===== src/rtl/fifo_sync_fwft_pkg.sv =====
// Shared definitions for the synchronous FIFO family.
//  - Default word width and address width.
//  - Read-mode encodings: FIFO_MODE_STD (registered read), FIFO_MODE_FWFT
//    (first-word-fall-through).
//  - fifo_thresh_ok(): the legal almost-full/almost-empty threshold range,
//    evaluated at elaboration time.
package fifo_sync_fwft_pkg;

  localparam int FIFO_DEF_DATA_WIDTH = 8;
  localparam int FIFO_DEF_ADDR_WIDTH = 4;

  localparam bit FIFO_MODE_STD  = 1'b0;
  localparam bit FIFO_MODE_FWFT = 1'b1;

  function automatic bit fifo_thresh_ok(input int depth, input int afull, input int aempty);
    return (afull >= 1) && (afull <= depth) && (aempty >= 0) && (aempty < depth);
  endfunction

endpackage


===== src/rtl/fifo_sync_fwft_mem.sv =====
// fifo_mem: DEPTH x DATA_WIDTH storage for the synchronous FIFO.
//  clk    in  rising-edge clock
//  we     in  write enable (synchronous write)
//  waddr  in  write address
//  wdata  in  write data
//  raddr  in  read address (asynchronous read)
//  rdata  out read data, mem[raddr]
// Contents are deliberately not reset.
module fifo_mem
  import fifo_sync_fwft_pkg::*;
#(
  parameter int DATA_WIDTH = FIFO_DEF_DATA_WIDTH,
  parameter int ADDR_WIDTH = FIFO_DEF_ADDR_WIDTH
) (
  input  logic                  clk,
  input  logic                  we,
  input  logic [ADDR_WIDTH-1:0] waddr,
  input  logic [DATA_WIDTH-1:0] wdata,
  input  logic [ADDR_WIDTH-1:0] raddr,
  output logic [DATA_WIDTH-1:0] rdata
);

  localparam int DEPTH = 1 << ADDR_WIDTH;

  logic [DATA_WIDTH-1:0] mem_q [DEPTH];

  always_ff @(posedge clk) begin
    if (we) mem_q[waddr] <= wdata;
  end

  assign rdata = mem_q[raddr];

endmodule


===== src/rtl/fifo_sync_fwft.sv =====
// fifo_sync_fwft: parameterised single-clock FIFO with optional
// first-word-fall-through read, occupancy count, programmable almost flags,
// synchronous flush and sticky overflow/underflow.
//  clk, rst              clock, synchronous active-high reset
//  flush                 synchronous clear of contents (error flags kept)
//  wr_en, din            push request and data
//  rd_en                 pop request
//  dout, dout_valid      read data and its qualifier
//  full, empty           count == DEPTH / count == 0
//  almost_full/_empty    count >= AFULL_THRESH / count <= AEMPTY_THRESH
//  count                 occupancy 0..DEPTH
//  overflow, underflow   sticky: a push / pop was rejected
module fifo_sync_fwft
  import fifo_sync_fwft_pkg::*;
#(
  parameter int DATA_WIDTH    = FIFO_DEF_DATA_WIDTH,
  parameter int ADDR_WIDTH    = FIFO_DEF_ADDR_WIDTH,
  parameter bit FWFT          = FIFO_MODE_STD,
  parameter int AFULL_THRESH  = (1 << ADDR_WIDTH) - 2,
  parameter int AEMPTY_THRESH = 2
) (
  input  logic                  clk,
  input  logic                  rst,
  input  logic                  flush,
  input  logic                  wr_en,
  input  logic [DATA_WIDTH-1:0] din,
  input  logic                  rd_en,
  output logic [DATA_WIDTH-1:0] dout,
  output logic                  dout_valid,
  output logic                  full,
  output logic                  empty,
  output logic                  almost_full,
  output logic                  almost_empty,
  output logic [ADDR_WIDTH:0]   count,
  output logic                  overflow,
  output logic                  underflow
);

  localparam int DEPTH = 1 << ADDR_WIDTH;
  localparam int PW    = ADDR_WIDTH + 1;
  localparam logic [PW-1:0] DEPTH_C = PW'(DEPTH);
  localparam logic [PW-1:0] AF_C    = PW'(AFULL_THRESH);
  localparam logic [PW-1:0] AE_C    = PW'(AEMPTY_THRESH);
  localparam logic [PW-1:0] ONE_C   = PW'(1);

  generate
    if (!fifo_thresh_ok(DEPTH, AFULL_THRESH, AEMPTY_THRESH)) begin : g_param_chk
      $error("fifo_sync_fwft: AFULL_THRESH/AEMPTY_THRESH out of range");
    end
  endgenerate

  logic [PW-1:0]         wr_ptr_q, wr_ptr_d, rd_ptr_q, rd_ptr_d, count_q, count_d;
  logic                  overflow_q, overflow_d, underflow_q, underflow_d;
  logic                  rd_acc, wr_acc;
  logic [DATA_WIDTH-1:0] mem_rdata;

  // Flags come straight off the registered count so they move on the same
  // edge as the pointers.
  assign count        = count_q;
  assign empty        = (count_q == '0);
  assign full         = (count_q == DEPTH_C);
  assign almost_full  = (count_q >= AF_C);
  assign almost_empty = (count_q <= AE_C);
  assign overflow     = overflow_q;
  assign underflow    = underflow_q;

  always_comb begin
    // flush masks both requests, so nothing moves and no error is flagged.
    rd_acc      = rd_en & ~empty & ~flush;
    // A pop in the same cycle frees the slot, so a push into a full FIFO is ok.
    wr_acc      = wr_en & (~full | rd_acc) & ~flush;
    wr_ptr_d    = wr_ptr_q;
    rd_ptr_d    = rd_ptr_q;
    overflow_d  = overflow_q;
    underflow_d = underflow_q;
    if (flush) begin
      wr_ptr_d = '0;
      rd_ptr_d = '0;
    end else begin
      if (wr_acc) wr_ptr_d = wr_ptr_q + ONE_C;
      if (rd_acc) rd_ptr_d = rd_ptr_q + ONE_C;
      overflow_d  = overflow_q  | (wr_en & ~wr_acc);
      underflow_d = underflow_q | (rd_en & ~rd_acc);
    end
    count_d = wr_ptr_d - rd_ptr_d;
  end

  always_ff @(posedge clk) begin
    if (rst) begin
      wr_ptr_q    <= '0;
      rd_ptr_q    <= '0;
      count_q     <= '0;
      overflow_q  <= 1'b0;
      underflow_q <= 1'b0;
    end else begin
      wr_ptr_q    <= wr_ptr_d;
      rd_ptr_q    <= rd_ptr_d;
      count_q     <= count_d;
      overflow_q  <= overflow_d;
      underflow_q <= underflow_d;
    end
  end

  fifo_mem #(
    .DATA_WIDTH (DATA_WIDTH),
    .ADDR_WIDTH (ADDR_WIDTH)
  ) u_mem (
    .clk   (clk),
    .we    (wr_acc),
    .waddr (wr_ptr_q[ADDR_WIDTH-1:0]),
    .wdata (din),
    .raddr (rd_ptr_q[ADDR_WIDTH-1:0]),
    .rdata (mem_rdata)
  );

  generate
    if (FWFT == FIFO_MODE_FWFT) begin : g_fwft
      // Head word is presented directly; forced to 0 when empty so dout is
      // deterministic after reset/flush even though memory is not cleared.
      assign dout       = empty ? '0 : mem_rdata;
      assign dout_valid = ~empty;
    end else begin : g_std
      logic [DATA_WIDTH-1:0] dout_q, dout_d;
      logic                  dout_valid_q, dout_valid_d;

      always_comb begin
        dout_d       = rd_acc ? mem_rdata : dout_q;
        dout_valid_d = rd_acc;
      end

      always_ff @(posedge clk) begin
        if (rst) begin
          dout_q       <= '0;
          dout_valid_q <= 1'b0;
        end else begin
          dout_q       <= dout_d;
          dout_valid_q <= dout_valid_d;
        end
      end

      assign dout       = dout_q;
      assign dout_valid = dout_valid_q;
    end
  endgenerate

endmodule


===== config.mk =====
export PLATFORM = sky130hd
export DESIGN_NAME = fifo_sync_fwft
export DESIGN_NICKNAME = d
export VERILOG_FILES = /design/src/rtl/fifo_sync_fwft_pkg.sv /design/src/rtl/fifo_sync_fwft_mem.sv /design/src/rtl/fifo_sync_fwft.sv
export SDC_FILE = /design/constraint.sdc
export NUM_CORES = 1
export LEC_CHECK = 0
export ABC_CLOCK_PERIOD_IN_PS = 4300
export CORE_ASPECT_RATIO = 1.25
export CORE_MARGIN = 3
export CORE_UTILIZATION = 30
export CTS_BUF_LIST = sky130_fd_sc_hd__clkbuf_8
export DETAILED_ROUTE_END_ITERATION = 10
export PLACE_DENSITY_LB_ADDON = 0.3
export SETUP_SLACK_MARGIN = 0.02
export SYNTH_ARGS = -nofsm -noshare
export SYNTH_HDL_FRONTEND = slang
export SYNTH_SLANG_ARGS = --single-unit

===== constraint.sdc =====
create_clock -name clk -period 4.3 [get_ports clk]
set_input_delay 1.29 -clock clk [delete_from_list [all_inputs] [get_ports clk]]
set_output_delay 1.29 -clock clk [all_outputs]
set_load 0.005 [all_outputs]

# Yosys cells after proc, flatten, opt, wreduce, memory -nomap -nowiden
# Memories as Yosys holds them, arrays and structs flattened. A register that Yosys moved wholly into a read port is not among the register bits.
# Cells that the tools add are included.
[word_totals]
ff_bits = 18
mem_bits_rw = 128
input_bits = 13
output_inout_bits = 20
word_cells = 34
n_memories = 1
[memory_table]
columns = ["memory", "words", "word_bits", "read_ports", "rd_ports_with_merged_regs", "wr", "line", "text"]
rows = [
  ["u_mem.mem_q", 16, 8, 1, 1, 1, "fifo_sync_fwft_mem.sv:25", "logic [DATA_WIDTH-1:0] mem_q [DEPTH];"],
]
[classes]
addsub = 3
n_lt_le_gt_ge = 2
eq_ne = 1
mux = 6
bitwise = 14
n_reduce_logical = 1
[ops]
columns = ["op", "n"]
rows = [
  ["$mux W5", 4],
  ["$add A5 B1 Y5 const B", 2],
  ["$and A1 B1 Y1", 6],
  ["$eq A5 B5 Y1 const B", 1],
  ["$ge A5 B4 Y1 const B", 1],
  ["$le A5 B2 Y1 const B", 1],
  ["$logic_not A5 Y1", 1],
  ["$not A1 Y1", 5],
  ["$sub A5 B5 Y5", 1],
  ["$or A1 B1 Y1", 3],
  ["$mux W1", 2],
]

# Depth between registers and ports, before layout
# Gate-level depths: netlist (run 1).
[logic_depth]
word_depth = 10
depth_mapped = 12
ltp_nobuf = 11

# By module
# A second synthesis (run 1) with hierarchy kept.
[unflattened]
hier_cells = 368
area_unflattened_um2 = 6299.8
[by_module_without_submodules]
columns = ["module", "instances", "cells_per_inst", "area_per_inst_um2", "seq_area_each_um2"]
rows = [
  ["fifo_mem", 1, 221, 4987.3, 3843.7],
  ["fifo_sync_fwft", 1, 147, 1312.5, 520.5],
]

# Worst setup path after synthesis (run 1)
# No wires, ideal clock.
[synth_timing]
path_type = "input to register"
startpoint = "input port rd_en"
endpoint = "register count_q[4], in the netlist count[4]"
setup_ps = 121
arrival_time_ps = 3896
required_time_ps = 4179
slack_ps = 283
path_stages = 11
path_buffers = 0
cell_sequence = "or3b_2 o21ai_0 xnor2_1 nand2b_1 ha_1 fa_1 nand2b_1 o2bb2ai_1 o211a_1 a221o_1 mux2_4"
[synth_between]
elab_chain_len = 8
word_cells_on_any_way = 10
cone_classes = "1 x add/sub; 4 x mux; 5 x bitwise"
[synth_rtl]
columns = ["item", "line", "text"]
rows = [
  ["start: declaration", "fifo_sync_fwft.sv:27", "input logic rd_en,"],
  ["$and A1 B1 Y1 (*) (2 in series)", "fifo_sync_fwft.sv:69", "rd_acc = rd_en & ~empty & ~flush;"],
  ["$or A1 B1 Y1", "fifo_sync_fwft.sv:71", "wr_acc = wr_en & (~full | rd_acc) & ~flush;"],
  ["$and A1 B1 Y1 (2 in series)", "fifo_sync_fwft.sv:71", ""],
  ["$mux W5", "fifo_sync_fwft.sv:80", "if (wr_acc) wr_ptr_d = wr_ptr_q + ONE_C;"],
  ["$mux W5", "fifo_sync_fwft.sv:76", "if (flush) begin"],
  ["$sub A5 B5 Y5 (*)", "fifo_sync_fwft.sv:85", "count_d = wr_ptr_d - rd_ptr_d;"],
  ["end signal: assignment", "fifo_sync_fwft.sv:98", "count_q <= count_d;"],
  ["end: declaration", "fifo_sync_fwft.sv:52", "logic [PW-1:0] wr_ptr_q, wr_ptr_d, rd_ptr_q, rd_ptr_d, count_q, count_d;"],
]
# Mark *: on every way between the ends. The rest lies on a longest branch, timed or not.
# A chain may end at the register's enable or synchronous reset.

# Worst setup path after layout (run 1)
# Ends and elaborated chain as after synthesis.

==> results of run 1 <==
-- cell families after synthesis --
group | count (synthesis)
DFF | 154
adders and majority gates | 10
and+or+nand+nor | 72
xor gates and xnor gates | 9
buffers and inverters | 29
muxes | 52
AOI/OAI and AO/OA | 34
-- report_power, final --
group	switching [W]	internal (W)	total (W)	leakage, nW
combinational	0.0000992	0.0000951	0.000194	0.843
sequential	0.0000135	0.00163	0.00164	1.36
clock	0.000509	0.000621	0.00113	0.203
-- cell type report --
| type | instances | area, um^2 |
|---|---|---|
| Fill cell | 1894 | 12900 |
| Sequential cell | 154 | 4370 |
| Multi-Input combinational cell | 177 | 1850 |
| Timing Repair Buffer | 51 | 463 |
| Tap cell | 270 | 338 |
| Clock buffer | 17 | 234 |
| Clock inverter | 15 | 184 |
| Inverter | 9 | 33.8 |
-- metal layers --
metal / vias to the layer above / GRT usage
li1: 1523 / -
met1: 1687 / 0.152
met2: 76 / 0.205
met3: 6 / 0.0287
met4: 0 / 0.0469
met5: - / 0
-- flip-flops by register name, indices dropped and copies added, names as in the netlist --
register and flops:
dout_valid 1, underflow 1, u_mem.mem_q 128, overflow 1
dout 8, rd_ptr_q 5, wr_ptr_q 5, count 5
-- synthesized netlist by cell type (2+ instances only) --
cell type	n
o22ai_1	8
ha_1	9
a21o_1	9
nor4_1	6
inv_1	9
nor3_1	8
nand2_1	4
o311ai_0	2
clkbuf_1	10
edfxtp_1	128
buf_1	2
and4_1	2
mux4_2	32
nor2b_1	5
nor3b_1	2
mux2i_1	19
nor2_1	24
and3_1	2
buf_2	6
nand2b_1	5
xor2_1	4
xnor2_1	5
or4_1	2
and2_1	4
dfxtp_1	26
o211a_1	2
o21ai_0	2
a21oi_1	3
-- worst paths after layout --
path                  from       end  cells past startpoint
setup / recovery     rd_en  count[4]                     13
hold / removal     dout[3]   dout[3]                      1
setup reg to reg  count[4]  count[4]                     12
hold reg to reg    dout[3]   dout[3]                      1
-- metrics by stage --
stage / area (um^2) / util / hold slack (ns) / setup TNS [ns]
6_report: 7460 / 0.366 / 0.464 / 0
2_1_floorplan: 6290 / - / 0.451 / 0
3_5_place_dp: 7050 / 0.346 / 0.449 / -0.227
5_1_grt: 7460 / 0.366 / 0.475 / 0
3_3_place_gp: 7050 / 0.346 / 0.441 / -0.178
4_1_cts: 7460 / 0.366 / 0.467 / 0
==> impl_metrics.yaml, run 1 <==
worst_setup_path:
  slowest_delay_ns: 0.48
  critPathKind: "in -> reg"
  slowest_stage: "or3b_2"
  path_delay_family: "compound AO/OA/AOI/OAI gates"
  cpMostUsedCell: "nand2b_1"
  endpoint_kind: "flip-flop"
  path_max_fanout: 3
  critPathBufInv: 2
  cp.required_ns: 4.64
  r2r_slack_ns: 0.91
  cp_cell_sequence: "clkdlybuf4s50_1, or3b_2, o21ai_0, buf_4, xnor2_1, nand2b_1, ha_1, fa_1, nand2b_1, o2bb2ai_1, o211a_1, a221o_1, mux2_4"
  arrival_ns: 4.41
  start_kind: "input port"
timing:
  fmax_mhz: 246
  skew_ns: 0.0117
  rsz0062_at_grt: "false"
  period_minus_slack_ns: 4.07
  layout_setup_ws_ns: 0.230
  fin_crit_sh: 0.946
  finalHoldViolCount: 0
  finalMaxSlewViolations: 0
  slew_headroom: 0.234
  finalSetupViolations: 0
  tightestPinTransition_ns: 1.14
detailed_routing:
  ant_nets: 0
  drt_wl_total_mm: 12.9
  drt-pass1-iter-count: 4
  wl_met1_mm: 5.49
  drt_iter0_drc: 256
  top_layer_used: "met4"
  dr_total_vias: 3292
  drc: 0
  met3_length_um: 596
  met2_length_mm: 6.73
  wire_per_inst_um: 18.7
  viasPerCell: 4.75
cells_and_area:
  nNetsFinal: 433
  final_common_cell: "edfxtp_1"
  syn2layout_area_growth_pct: 18.6
  drive_above_1_share: 0.227
  n_antenna_cell: 0
  stdcell_count: 693
  final_cell_mix: "edfxtp_1 (128), mux4_2 (32), clkdlybuf4s50_1 (32)"
placement:
  placed_cells: 661
  portBuffers: 32
  gp_congestion: 0.810
  hpwl_mm: 8.39
  dp_slack_ns: -0.227
outcome:
  outcome: "complete, no violations"
yosys:
  ys_seq_area_frac: 0.694
  yosys.area_share.simple: 0.0644
  synth_edf_count: 128
  ys_warn_count: 0
  synth_compound_area_frac: 0.0412
  synth_area_leaders: "edfxtp_1 (61%), mux4_2 (11%), dfxtp_1 (8.3%), mux2i_1 (3.0%), ha_1 (1.8%)"
  yosysTopAreaCell: "edfxtp_1"
  syn_area_um2: 6290
  avgSynthCellArea_um2: 17.5
  ys_async_sr_fraction: 0
  synth_top_area_share: 0.611
  synthAdderAreaFrac: 0.0211
  syn_inst: 360
  synth_cell_types: 48
  synth_mux_area_frac: 0.147
  syn_nets: 383
  yosys_register_bits: 154
  synth_top_family_by_area: "multiplexers"
  synth-xor-area-share: 0.0125
  synthFlopType: "edfxtp_1"
clocking:
  hold_buffers: 0
  clkTransAtPathRegs_ns: 0.08
  cts-resized-gates: 0
  clock_path_buffers: 2
  post_cts.repair.setup_buffers: 0
  cts_made_buffers: 17
  clkLatencyLatePin_ns: 0.45
  clock_sinks: 154
  htree_num_levels: 4
  cts-root-buf: "clkbuf_8"
  cts_tree: "built"
global_route:
  grt-ovfl-total: 0
  grt_pass1_vias: 3516
  grt_usage: 0.122
  grt_start_max_net_pins: 35
  antenna_found_initial: 0
  grt_pass1_wl_mm: 20.4
floorplanning:
  start_util: 0.309
  fp.coreArea_um2: 20400
  die_area_um2: 22800
  num_rows: 58
  io_pins: 33
  die_h_um: 168
  die_x_um: 136
power_and_ir_drop:
  power_density_nw_per_um2: 397
  total_power_w: 0.00297
  leakage_nw: 2.41
  ir_drop_mv: 0.192
min_path:
  hold_path.class: "reg -> reg"
job:
  maxCapViolCount: 0
Note: power is estimated with default switching activity, not from simulation.
==> inputs of run 2 (changes only) <==
CTS_CLUSTER_SIZE = 24   (was unset)
PLACE_DENSITY_LB_ADDON = unset   (was 0.3)
==> run 2 against run 1 <==
Sequential share of layout area is 0.39 points higher. Final cell count is 0.14% lower. Clock skew is 0.0029 ns higher. Clock power hardly changed. First-iteration DRC count is 30% higher. Sequential power hardly changed. Critical path depth stayed put. Hold slack worse by 0.0082 ns. Setup slack better by 0.051 ns. Critical endpoint unchanged. Largest cell class unchanged.
==> impl_metrics.yaml, run 2 (synthesis results as in run 1) <==
clocking:
  clkTransAtPathRegs_ns: 0.09
  cts_made_buffers: 17
  cts-resized-gates: 0
  hold_buffers: 0
  cts-root-buf: "clkbuf_8"
  clock_path_buffers: 2
  post_cts.repair.setup_buffers: 0
  htree_num_levels: 4
  clkLatencyLatePin_ns: 0.45
  clock_sinks: 154
  cts_tree: "built"
floorplanning:
  fp.coreArea_um2: 20400
  num_rows: 58
  start_util: 0.309
  io_pins: 33
  die_x_um: 136
  die_h_um: 168
  die_area_um2: 22800
detailed_routing:
  drt_iter0_drc: 332
  viasPerCell: 4.93
  ant_nets: 0
  wire_per_inst_um: 18.9
  drc: 0
  drt-pass1-iter-count: 5
  drt_wl_total_mm: 13.1
  dr_total_vias: 3409
worst_setup_path:
  critPathKind: "in -> reg"
  start_kind: "input port"
  cp_cell_sequence: "clkdlybuf4s50_1, or3b_2, o21ai_0, buf_4, xnor2_1, nand2b_1, ha_1, fa_1, nand2b_1, o2bb2ai_1, o211a_1, a221o_1, mux2_4"
  endpoint_kind: "flip-flop"
  cp.required_ns: 4.65
  cpMostUsedCell: "nand2b_1"
  path_max_fanout: 3
  slowest_stage: "or3b_2"
  arrival_ns: 4.37
  slowest_delay_ns: 0.48
global_route:
  grt-ovfl-total: 0
  grt_pass1_vias: 3544
  antenna_found_initial: 0
  grt_start_max_net_pins: 35
  grt_pass1_wl_mm: 20.4
  grt_usage: 0.121
placement:
  portBuffers: 32
  hpwl_mm: 8.40
  dp_slack_ns: -0.192
  postPlaceCellArea_um2: 7000
  gp_congestion: 0.765
outcome:
  outcome: "complete, no violations"
cells_and_area:
  top_register: "u_mem.mem_q"
  fin_util: 0.364
  n_antenna_cell: 0
  syn2layout_area_growth_pct: 17.8
  design_area_um2: 7410
  nNetsFinal: 432
  final_cell_mix: "edfxtp_1 (128), mux4_2 (32), clkdlybuf4s50_1 (32)"
  final_common_cell: "edfxtp_1"
  drive_above_1_share: 0.211
  largest_reg_flops: 128
timing:
  skew_ns: 0.0146
  layout_setup_ws_ns: 0.282
  fmax_mhz: 249
  finalSetupViolations: 0
  finalHoldViolCount: 0
  slew_headroom: 0.222
  tightestPinTransition_ns: 1.16
  fin_crit_sh: 0.934
  rsz0062_at_grt: "false"
  finalMaxSlewViolations: 0
  fin_tns_setup_ns: 0
  period_minus_slack_ns: 4.02
power_and_ir_drop:
  total_power_w: 0.00296
  power_density_nw_per_um2: 400
  ir_drop_mv: 0.166
  leakage_nw: 2.42
min_path:
  hold_path.class: "reg -> reg"
job:
  maxCapViolCount: 0
-- run 2: metal layers --
metal / up-vias / share of wire / global-route usage
met5: - / 0 / 0
met4: 0 / 0.023 / 0.0574
met3: 28 / 0.058 / 0.0311
met2: 116 / 0.50 / 0.195
met1: 1738 / 0.42 / 0.153
li1: 1527 / - / -
-- run 2: final timing paths --
path,start,end,slack (ns),cells past startpoint
setup / recovery,rd_en,count[4],0.28,13
hold reg to reg,dout[5],dout[5],0.46,1
hold / removal,dout[5],dout[5],0.46,1
setup reg to reg,count[4],count[4],0.94,12
-- run 2: where the power goes --
part / internal, W / switching (W)
Sequential: 0.00163 / 0.0000134
Combinational: 0.0000942 / 0.0000947
Clock: 0.000578 / 0.000555
-- run 2: cell type report --
type,count,area [um^2]
tap,270,338
clock buffer,17,234
multi-input combinational,177,1810
clock inverter,15,179
fill,1877,13000
sequential,154,4370
inverter,9,33.8
timing repair buffer,50,455
-- run 2: critical path, delay by kind of cell --
kind	cells	cell delay, ns
AO/OA/AOI/OAI	4	0.79
AND/OR/NAND/NOR	3	0.73
adder cells (fa/ha/maj)	2	0.61
buffers and inverters	2	0.56
multiplexers	1	0.30
XOR/XNOR	1	0.11
-- run 2: through the flow --
stage / hold slack [ns] / std cells
after global routing: 0.476 / 692
final: 0.456 / 692
after detailed placement: 0.441 / 660
after floorplan: 0.451 / 360
after CTS: 0.460 / 692
after global placement: 0.441 / 660
